## config.mk

```make
export PLATFORM = sky130hd
export DESIGN_NAME = joystick_cmd_gen
export DESIGN_NICKNAME = d
export VERILOG_FILES = /design/src/rtl/joystick_cmd_gen.sv
export SDC_FILE = /design/constraint.sdc
export NUM_CORES = 1
export LEC_CHECK = 0
export CAP_MARGIN = 20
export CELL_PAD_IN_SITES_DETAIL_PLACEMENT = 1
export CELL_PAD_IN_SITES_GLOBAL_PLACEMENT = 1
export CORE_MARGIN = 2
export CORE_UTILIZATION = 50
export CTS_CLUSTER_SIZE = 8
export DETAILED_ROUTE_END_ITERATION = 12
export GPL_TIMING_DRIVEN = 0
export PLACE_DENSITY = 0.93
export SYNTH_ARGS = -nofsm -noshare
export SYNTH_HDL_FRONTEND = slang
export SYNTH_SLANG_ARGS = --single-unit
export TNS_END_PERCENT = 100
```

## constraint.sdc

```tcl
create_clock -name clk -period 9.68 [get_ports clk]
set_input_delay 1.936 -clock clk [delete_from_list [all_inputs] [get_ports clk]]
set_output_delay 1.936 -clock clk [all_outputs]
set_load 0.05 [all_outputs]
```

## src/rtl/joystick_cmd_gen.sv

```systemverilog
// Joystick command generator: direction levels and fire pulses become queued game commands.
// Build option JOYSTICK_REPEAT_EN enables auto-repeat of held directions.
module joystick_cmd_gen #(
    parameter int REPEAT_DELAY  = 25_000_000,
    parameter int REPEAT_PERIOD = 5_000_000,
    parameter int FIRE_COOLDOWN = 10_000_000,
    parameter int DEPTH         = 4
) (
    input  logic                   clk,
    input  logic                   rst,
    input  logic                   i_up,
    input  logic                   i_down,
    input  logic                   i_left,
    input  logic                   i_right,
    input  logic                   i_fire,
    output logic                   o_cmd_valid,
    output logic [2:0]             o_cmd,
    input  logic                   i_cmd_ready,
    output logic [$clog2(DEPTH):0] o_count,
    output logic                   o_overflow
);
    localparam int AW  = $clog2(DEPTH);
    localparam int CLW = (FIRE_COOLDOWN > 1) ? $clog2(FIRE_COOLDOWN) : 1;
    // Loaded one short so that a fire exactly FIRE_COOLDOWN cycles later is accepted.
    localparam logic [CLW-1:0] COOL_LOAD = CLW'(FIRE_COOLDOWN - 1);

    localparam logic [2:0] CMD_UP    = 3'd0;
    localparam logic [2:0] CMD_DOWN  = 3'd1;
    localparam logic [2:0] CMD_LEFT  = 3'd2;
    localparam logic [2:0] CMD_RIGHT = 3'd3;
    localparam logic [2:0] CMD_FIRE  = 3'd4;

`ifdef JOYSTICK_REPEAT_EN
    localparam int MAXR = (REPEAT_DELAY > REPEAT_PERIOD) ? REPEAT_DELAY : REPEAT_PERIOD;
    localparam int CW   = $clog2(MAXR);
    localparam logic [CW-1:0] DELAY_LOAD  = CW'(REPEAT_DELAY - 1);
    localparam logic [CW-1:0] PERIOD_LOAD = CW'(REPEAT_PERIOD - 1);

    typedef enum logic [1:0] {
        ST_IDLE   = 2'd0,
        ST_DELAY  = 2'd1,
        ST_REPEAT = 2'd2
    } state_t;

    logic [CW-1:0] cnt_r;
    logic [CW-1:0] cnt_n;
`else
    typedef enum logic [0:0] {
        ST_IDLE = 1'b0,
        ST_HELD = 1'b1
    } state_t;

    logic unused_cfg_s;
    assign unused_cfg_s = (REPEAT_DELAY >= 2) ^ (REPEAT_PERIOD >= 2);
`endif

    state_t          state_r;
    state_t          state_n;
    logic [2:0]      latched_r;
    logic [2:0]      latched_n;
    logic [CLW-1:0]  cool_r;
    logic [CLW-1:0]  cool_n;
    logic [2:0]      dir_s;
    logic            dir_valid_s;
    logic            step_s;
    logic [2:0]      step_cmd_s;
    logic            fire_s;

    logic [2:0]      mem_r [DEPTH];
    logic [2:0]      mem_n [DEPTH];
    logic [AW-1:0]   wr_ptr_r;
    logic [AW-1:0]   wr_ptr_n;
    logic [AW-1:0]   wr_ptr_p1_s;
    logic [AW-1:0]   rd_ptr_r;
    logic [AW-1:0]   rd_ptr_n;
    logic [AW:0]     count_n;
    logic [AW:0]     free_s;
    logic            pop_s;
    logic            push0_s;
    logic            push1_s;
    logic            drop_s;
    logic [2:0]      d0_s;
    logic [2:0]      d1_s;

    // Fixed-priority active direction over the held levels
    always_comb begin
        dir_valid_s = 1'b1;
        dir_s       = CMD_UP;
        if (i_up) begin
            dir_s = CMD_UP;
        end else if (i_down) begin
            dir_s = CMD_DOWN;
        end else if (i_left) begin
            dir_s = CMD_LEFT;
        end else if (i_right) begin
            dir_s = CMD_RIGHT;
        end else begin
            dir_valid_s = 1'b0;
        end
    end

    // Fire acceptance and cooldown countdown
    always_comb begin
        fire_s = 1'b0;
        cool_n = cool_r;
        if (i_fire && (cool_r == '0)) begin
            fire_s = 1'b1;
            cool_n = COOL_LOAD;
        end else if (cool_r != '0) begin
            cool_n = cool_r - CLW'(1);
        end else begin
            cool_n = cool_r;
        end
    end

    // Direction FSM next state and step emission
    always_comb begin
        state_n    = state_r;
        latched_n  = latched_r;
        step_s     = 1'b0;
        step_cmd_s = dir_s;
`ifdef JOYSTICK_REPEAT_EN
        cnt_n      = cnt_r;
        case (state_r)
            ST_IDLE: begin
                if (dir_valid_s) begin
                    step_s    = 1'b1;
                    latched_n = dir_s;
                    cnt_n     = DELAY_LOAD;
                    state_n   = ST_DELAY;
                end else begin
                    cnt_n = '0;
                end
            end
            ST_DELAY, ST_REPEAT: begin
                if (!dir_valid_s) begin
                    cnt_n   = '0;
                    state_n = ST_IDLE;
                end else if (dir_s != latched_r) begin
                    step_s    = 1'b1;
                    latched_n = dir_s;
                    cnt_n     = DELAY_LOAD;
                    state_n   = ST_DELAY;
                end else if (cnt_r == '0) begin
                    step_s  = 1'b1;
                    cnt_n   = PERIOD_LOAD;
                    state_n = ST_REPEAT;
                end else begin
                    cnt_n = cnt_r - CW'(1);
                end
            end
            default: begin
                cnt_n   = '0;
                state_n = ST_IDLE;
            end
        endcase
`else
        case (state_r)
            ST_IDLE: begin
                if (dir_valid_s) begin
                    step_s    = 1'b1;
                    latched_n = dir_s;
                    state_n   = ST_HELD;
                end else begin
                    state_n = ST_IDLE;
                end
            end
            ST_HELD: begin
                if (!dir_valid_s) begin
                    state_n = ST_IDLE;
                end else if (dir_s != latched_r) begin
                    step_s    = 1'b1;
                    latched_n = dir_s;
                end else begin
                    state_n = ST_HELD;
                end
            end
            default: begin
                state_n = ST_IDLE;
            end
        endcase
`endif
    end

    // Direction FSM, latched direction and fire cooldown registers
    always_ff @(posedge clk or posedge rst) begin
        if (rst) begin
            state_r   <= ST_IDLE;
            latched_r <= CMD_UP;
            cool_r    <= '0;
`ifdef JOYSTICK_REPEAT_EN
            cnt_r     <= '0;
`endif
        end else begin
            state_r   <= state_n;
            latched_r <= latched_n;
            cool_r    <= cool_n;
`ifdef JOYSTICK_REPEAT_EN
            cnt_r     <= cnt_n;
`endif
        end
    end

    assign wr_ptr_p1_s = wr_ptr_r + AW'(1);

    // FIFO write arbitration (FIRE older than step) and pointer/count update
    always_comb begin
        mem_n    = mem_r;
        drop_s   = 1'b0;
        push0_s  = 1'b0;
        push1_s  = 1'b0;
        d0_s     = CMD_FIRE;
        d1_s     = step_cmd_s;
        pop_s    = o_cmd_valid & i_cmd_ready;
        free_s   = (AW+1)'(DEPTH) - o_count + (AW+1)'(pop_s);
        if (fire_s && step_s) begin
            if (free_s >= (AW+1)'(2)) begin
                push0_s = 1'b1;
                push1_s = 1'b1;
            end else if (free_s == (AW+1)'(1)) begin
                push0_s = 1'b1;
                drop_s  = 1'b1;
            end else begin
                drop_s = 1'b1;
            end
        end else if (fire_s || step_s) begin
            d0_s = fire_s ? CMD_FIRE : step_cmd_s;
            if (free_s != '0) begin
                push0_s = 1'b1;
            end else begin
                drop_s = 1'b1;
            end
        end else begin
            drop_s = 1'b0;
        end
        if (push0_s) begin
            mem_n[wr_ptr_r] = d0_s;
        end else begin
            mem_n[wr_ptr_r] = mem_r[wr_ptr_r];
        end
        if (push1_s) begin
            mem_n[wr_ptr_p1_s] = d1_s;
        end else begin
            mem_n[wr_ptr_p1_s] = mem_n[wr_ptr_p1_s];
        end
        wr_ptr_n = wr_ptr_r + AW'(push0_s) + AW'(push1_s);
        rd_ptr_n = rd_ptr_r + AW'(pop_s);
        count_n  = o_count + (AW+1)'(push0_s) + (AW+1)'(push1_s) - (AW+1)'(pop_s);
    end

    // FIFO storage and registered head/status outputs
    always_ff @(posedge clk or posedge rst) begin
        if (rst) begin
            for (int i = 0; i < DEPTH; i++) begin
                mem_r[i] <= 3'd0;
            end
            wr_ptr_r    <= '0;
            rd_ptr_r    <= '0;
            o_count     <= '0;
            o_cmd_valid <= 1'b0;
            o_cmd       <= 3'd0;
            o_overflow  <= 1'b0;
        end else begin
            mem_r       <= mem_n;
            wr_ptr_r    <= wr_ptr_n;
            rd_ptr_r    <= rd_ptr_n;
            o_count     <= count_n;
            o_cmd_valid <= (count_n != '0);
            o_cmd       <= (count_n != '0) ? mem_n[rd_ptr_n] : 3'd0;
            o_overflow  <= o_overflow | drop_s;
        end
    end

endmodule

```

==> impl_metrics.py, run 1 <==
metrics = {
    "run_status": {
        "status": "finished clean",
    },
    "pwr": {
        "switching_power_uw": 715,
        "p_seq_frac": 0.282,
        "power.density_mw_per_mm2": 401,
        "peakVddDrop_mv": 0.212,
        "internal_power_uw": 692,
        "clkPwrFrac": 0.096,
        "leakagePower_nw": 1.53,
        "p_sw_frac": 0.508,
        "p_comb_frac": 0.622,
    },
    "synth": {
        "synth_top_cell_by_area": "dfrtp_1",
        "synthArstFlopShare": 1.00,
        "synthFlopType": "dfrtp_1",
        "syn_area_mm2": 0.00315,
        "synth_top_area_share": 0.406,
        "postSynthAreaPerCell_um2": 9.28,
        "ys_top_cells_by_area": "dfrtp_1 41%, ha_1 5.2%, nor2_1 3.9%, nand2_1 3.8%, a21oi_1 3.7%",
        "synth_enable_flop_cells": 0,
        "postSynthCellCount": 339,
        "ys_seq_area_frac": 0.406,
        "synth-seq-cells": 51,
        "yosys_warnings": 0,
        "synth_fp_nets": 363,
        "synth.distinct_cells": 54,
    },
    "sta": {
        "fin_crit_ns": 6.19,
        "hold_viol_final": 0,
        "slew_viol_final": 0,
        "rsz0062_at_grt": "false",
        "hold_slack_ns": 0.499,
        "setup_viol": 0,
        "worstMarginPinSlew_ns": 0.862,
        "fmax_mhz": 162,
        "fin_tns_setup_ns": 0,
        "slew_headroom": 0.421,
        "skew_ns": 0.0177,
        "finalCritPeriodShare": 0.639,
        "fin_ws_ns": 3.49,
    },
    "global_routing": {
        "track_usage": 0.271,
        "grt_overflow": 0,
        "antenna_found_initial": 0,
        "grt_pass1_wl_mm": 15.2,
        "grt_max_degree": 32,
        "grt_pass1_vias": 2961,
    },
    "cells_and_area": {
        "seqCellArea_mm2": 0.00128,
        "layout.nets": 386,
        "fin_util": 0.585,
        "area_growth_syn_to_layout_pct": 11.5,
        "multi_input_area_mm2": 0.00175,
        "num-fill-cells": 707,
        "insertedDiodeCount": 0,
        "drive_gt1_frac": 0.0826,
    },
    "floorplanning": {
        "row_count": 28,
        "core_area_mm2": 0.00599,
        "die_w_um": 83.3,
        "die_area_mm2": 0.00694,
        "io_pins": 16,
        "die_y_um": 83.3,
        "initial_core_util": 0.525,
    },
    "detailed_routing": {
        "antenna_left": 0,
        "wire_per_inst_um": 20.7,
        "avgViaCountPerCell": 6.42,
        "dr.first_iter.drc_count": 170,
        "via_count": 2811,
        "route.detailed.drc": 0,
        "drt_wl_total_mm": 9.09,
        "drtPass1Iterations": 4,
    },
    "critical_path": {
        "cp.arrival_ns": 6.41,
        "critical_path.startpoint_type": "input port",
        "crit_fanout": 6,
        "required_ns": 9.91,
        "crit_path_end_kind": "register",
        "worst-setup-path-type": "input port to register",
    },
    "placed_design": {
        "dp_hpwl_mm": 6.55,
        "dpl_worst_slack_ns": 3.22,
        "port_buffers": 15,
        "place.gp.congestion": 0.843,
    },
    "hold_path": {
        "hp-class": "register to register",
    },
    "clocking": {
        "cts_setup_buffers": 0,
        "cts_root_buffer": "clkbuf_8",
        "post_cts_resized": 0,
        "cts.sinks": 51,
        "cts_buffers": 5,
        "clk_path_buf_depth": 2,
        "clk_latency_ns": 0.32,
        "cts_tree": "built",
        "cts.htree.levels": 2,
        "clk_transition_reported_paths_ns": 0.11,
        "cts-hold-fix-buffers": 0,
    },
    "flow_run": {
        "max_cap_violations": 0,
    },
}
## worst max-delay path, cell delays in order
cell and delay (ns):
clkdlybuf4s50_1 0.59, nor2_1 0.12, o311a_1 0.31, o211ai_1 0.38, nand2_1 0.22, a21oi_1 0.32, inv_1 0.10, ha_1 0.31
inv_1 0.06, fa_1 0.42, fa_1 0.40, xor2_1 0.17, xnor2_1 0.20, or3_1 0.15, clkbuf_1 0.22, nand2b_1 0.13
a211o_1 0.30, o311ai_1 0.07
## cells in the mapped netlist, types with 3 or more instances
cell,n
a211o_1,6
a211oi_1,5
a21o_1,5
a21oi_1,23
a31oi_1,6
clkbuf_1,9
dfrtp_1,51
fa_1,3
ha_1,13
inv_1,21
mux2i_1,4
mux4_2,3
nand2_1,32
nand2b_1,3
nand3_1,6
nand4_1,3
nor2_1,33
nor2b_1,3
nor3_1,14
nor3b_1,3
nor4_1,9
o211ai_1,4
o21ai_0,14
o31ai_1,3
or2_2,6
or3_1,5
or4_1,3
xnor2_1,9
xor2_1,7
## metal layers
layer  global-route usage  up-vias  part of all wire
met5                    0        -                 0
met1                0.366     1420              0.43
met2                0.453       92              0.49
met3               0.0358       22             0.049
met4               0.0894        0             0.026
li1                     -     1277                 -
## state kept, by name (all words and copies together) (netlist names)
| name | count |
|---|---|
| state_r | 1 |
| o_overflow | 1 |
| o_count | 3 |
| o_cmd_valid | 1 |
| latched_r | 2 |
| cool_r | 24 |
| rd_ptr_r | 2 |
| mem_r | 12 |
| wr_ptr_r | 2 |
| o_cmd | 3 |
## kinds of logic (layout without fill, tap and decap cells)
| kind of cell | count (synthesis) | after routing | synth area share |
|---|---|---|---|
| and+or+nand+nor | 131 | 131 | 0.220 |
| buffers and inverters | 31 | 55 | 0.0370 |
| adders and majority gates | 16 | 16 | 0.0708 |
| AOI/OAI and AO/OA | 86 | 86 | 0.184 |
| muxes | 8 | 8 | 0.0378 |
| xor gates and xnor gates | 16 | 16 | 0.0446 |
| DFF | 51 | 51 | 0.406 |
## through the flow
step / power [mW] / area (um^2) / instances
3_3_place_gp: 1.18 / 3390 / 429
4_1_cts: 1.39 / 3510 / 438
6_report: 1.41 / 3510 / 438
2_1_floorplan: 0.997 / 3150 / 339
3_5_place_dp: 1.24 / 3410 / 430
5_1_grt: 1.51 / 3510 / 438
## cells in the final DEF, fill, tap and decap left out, types with 6 or more instances in the layout
master and count:
clkdlybuf4s50_1 15, nand2_1 32, a211o_1 6, or2_2 6
ha_1 13, inv_1 20, clkbuf_1 9, nor3_1 14
xnor2_1 9, nor4_1 9, a31oi_1 6, xor2_1 7
nor2_1 33, o21ai_0 14, dfrtp_1 51, a21oi_1 23
nand3_1 6
## path summary, 6_finish.rpt
check,start,endpoint,slack (ns),cells after the start
min in group asynchronous,rst,mem_r[5],1.95,2
hold / removal,cool_r[6],cool_r[6],0.50,1
hold reg to reg,cool_r[6],cool_r[6],0.50,1
max in group asynchronous,rst,cool_r[2],7.19,3
setup / recovery,i_left,o_cmd[1],3.49,18
setup reg to reg,cool_r[0],o_cmd[1],4.80,19
## power groups by stage
stage / registers [mW] / logic, mW / clock network, mW
2_1_floorplan: 0.425 / 0.572 / 0
3_3_place_gp: 0.387 / 0.792 / 0
3_5_place_dp: 0.397 / 0.839 / 0
4_1_cts: 0.394 / 0.858 / 0.135
5_1_grt: 0.407 / 0.953 / 0.146
6_report: 0.396 / 0.875 / 0.136
## area by class of cell
class	instances	area share
sequential	51	0.364
clock inverter	3	0.00821
timing repair buffer	16	0.0485
tap	75	0.0268
clock buffer	5	0.0196
multi-input combinational	257	0.500
inverter	21	0.0225
buffer	10	0.0107
Note: power is estimated with default switching activity, not from simulation.
==> inputs of run 2 (changes only) <==
- CORE_UTILIZATION: 50 -> 47
- PLACE_DENSITY: 0.93 -> 0.89
- clock period: 9.68 -> 6 ns (I/O delays scaled with it)
==> run 2 against run 1 <==
  * Cell area decreased by 0.21%
  * Sequential power increased by 61%
  * Setup slack got worse by 3.1 ns
  * Register-to-register slack got worse by 3.7 ns
  * Clock skew decreased by 0.012 ns
  * Cell count increased by 0.46%
  * Critical path type unchanged
==> impl_metrics.py, run 2 (synthesis gave the netlist of run 1 again) <==
metrics = {
    "clocking": {
        "cts_buffers": 5,
        "clk_transition_reported_paths_ns": 0.10,
        "cts.sinks": 51,
        "cts_root_buffer": "clkbuf_8",
        "cts_tree": "built",
        "clk_latency_ns": 0.31,
        "cts_setup_buffers": 0,
        "cts.htree.levels": 2,
        "clk_path_buf_depth": 2,
        "post_cts_resized": 0,
        "cts-hold-fix-buffers": 0,
    },
    "pwr": {
        "switching_power_mw": 1.13,
        "power.density_mw_per_mm2": 639,
        "clkPwrFrac": 0.093,
        "p_seq_frac": 0.284,
        "internal_power_mw": 1.11,
        "p_sw_frac": 0.503,
        "p_comb_frac": 0.623,
        "peakVddDrop_mv": 0.306,
        "leakagePower_nw": 1.53,
    },
    "run_status": {
        "status": "finished clean",
    },
    "critical_path": {
        "crit_fanout": 6,
        "cp_slowest_cell": "clkdlybuf4s50_1",
        "crit_family": "compound AO/OA/AOI/OAI gates",
        "worst-setup-path-type": "input port to register",
        "critical_path.startpoint_type": "input port",
        "required_ns": 6.21,
        "crit_buf_inv": 4,
        "crit_path_end_kind": "register",
        "crit_chain": "clkdlybuf4s50_1 > nor2_1 > o311a_1 > o211ai_1 > nand2_1 > a21oi_1 > inv_1 > ha_1 > inv_1 > fa_1 > fa_1 > xor2_1 > xnor2_1 > or3_1 > clkbuf_1 > nand2b_1 > a211o_1 > o311ai_1",
        "cpPeakStageDelay_ns": 0.60,
        "cp.arrival_ns": 5.83,
    },
    "floorplanning": {
        "die_w_um": 85.8,
        "die_y_um": 85.8,
        "io_pins": 16,
        "initial_core_util": 0.490,
        "core_area_mm2": 0.00642,
        "die_area_mm2": 0.00736,
        "row_count": 29,
    },
    "placed_design": {
        "post_dp_cell_area_mm2": 0.00341,
        "dp_hpwl_mm": 6.29,
        "place.gp.congestion": 0.855,
        "dp_cells": 432,
        "port_buffers": 15,
        "dpl_worst_slack_ns": 0.258,
    },
    "sta": {
        "finalCritPeriodShare": 0.936,
        "fin_tns_setup_ns": 0,
        "hold_viol_final": 0,
        "slew_headroom": 0.357,
        "fmax_mhz": 178,
        "worstMarginPinSlew_ns": 0.956,
        "setup_viol": 0,
        "rsz0062_at_grt": "false",
        "fin_ws_ns": 0.381,
        "skew_ns": 0.00529,
        "fin_crit_ns": 5.62,
        "slew_viol_final": 0,
    },
    "cells_and_area": {
        "design_area_mm2": 0.00350,
        "insertedDiodeCount": 0,
        "reg_top3": "cool_r x24, mem_r x12",
        "top_register": "cool_r",
        "largest_reg_flops": 24,
        "final_common_cell": "dfrtp_1",
        "final_cells": 440,
        "fin_util": 0.545,
        "num-fill-cells": 744,
        "final_cell_mix": "51 x dfrtp_1, 33 x nor2_1, 32 x nand2_1, 23 x a21oi_1, 20 x inv_1",
        "layout.nets": 386,
        "area_growth_syn_to_layout_pct": 11.3,
        "drive_gt1_frac": 0.0826,
    },
    "hold_path": {
        "hp-class": "register to register",
    },
    "global_routing": {
        "grt_pass1_wl_mm": 14.7,
        "grt_overflow": 0,
        "antenna_found_initial": 0,
        "grt_max_degree": 36,
        "grt_pass1_vias": 2887,
        "track_usage": 0.257,
    },
    "flow_run": {
        "max_cap_violations": 0,
    },
    "detailed_routing": {
        "route.detailed.drc": 0,
        "drtPass1Iterations": 6,
        "avgViaCountPerCell": 6.28,
        "antenna_left": 0,
        "wire_per_inst_um": 19.8,
        "drt_wl_total_mm": 8.73,
        "via_count": 2761,
        "dr.first_iter.drc_count": 141,
    },
}
## run 2: worst paths after layout
check	from	endpoint	slack [ns]	cells after the start
worst min-delay path	cool_r[15]	cool_r[15]	0.48	1
min in group asynchronous	rst	latched_r[0]	1.20	2
worst max register to register	cool_r[15]	o_cmd[1]	1.07	17
max in group asynchronous	rst	mem_r[5]	4.28	3
worst max-delay path	i_left	o_cmd[1]	0.38	18
worst min register to register	cool_r[15]	cool_r[15]	0.48	1
## run 2: cell type report
type	instances	area, um^2	area share
clock inverters	3	18.8	0.00536
multi-input cells	257	1750	0.501
flip-flops and latches	51	1280	0.365
repair buffers	16	170	0.0486
well taps	77	96.3	0.0275
clock buffers	5	68.8	0.0197
plain buffers	10	37.5	0.0107
inverters	21	78.8	0.0225
## run 2: metrics by stage
stage / total power, mW / hold WS, ns
2_1_floorplan: 1.61 / 0.445
3_3_place_gp: 1.91 / 0.454
3_5_place_dp: 1.99 / 0.475
4_1_cts: 2.22 / 0.487
5_1_grt: 2.41 / 0.528
6_report: 2.24 / 0.484
## run 2: worst register-to-register path, stage by stage (launching register included)
cell	delay, ns
dfrtp_1	0.41
nor4_1	0.83
nand2_1	0.25
nor3_4	0.27
nand2_2	0.16
a21oi_1	0.38
inv_1	0.09
ha_1	0.30
inv_1	0.05
fa_1	0.42
fa_1	0.39
xor2_1	0.16
xnor2_1	0.18
or3_1	0.13
clkbuf_1	0.27
nand2b_1	0.16
a211o_1	0.29
o311ai_1	0.07
## run 2: layer usage
layer / GRT usage / up-vias / part of all wire
li1: - / 1279 / -
met1: 0.349 / 1376 / 0.45
met2: 0.413 / 82 / 0.47
met3: 0.0423 / 24 / 0.048
met4: 0.102 / 0 / 0.029
met5: 0 / - / 0
## run 2: power by group through the flow
| stage | clock network, mW | registers [mW] | logic, mW |
|---|---|---|---|
| after global placement | 0 | 0.626 | 1.28 |
| after global routing | 0.224 | 0.657 | 1.53 |
| final | 0.207 | 0.636 | 1.39 |
| after floorplan | 0 | 0.686 | 0.923 |
| after CTS | 0.210 | 0.633 | 1.37 |
| after detailed placement | 0 | 0.636 | 1.35 |
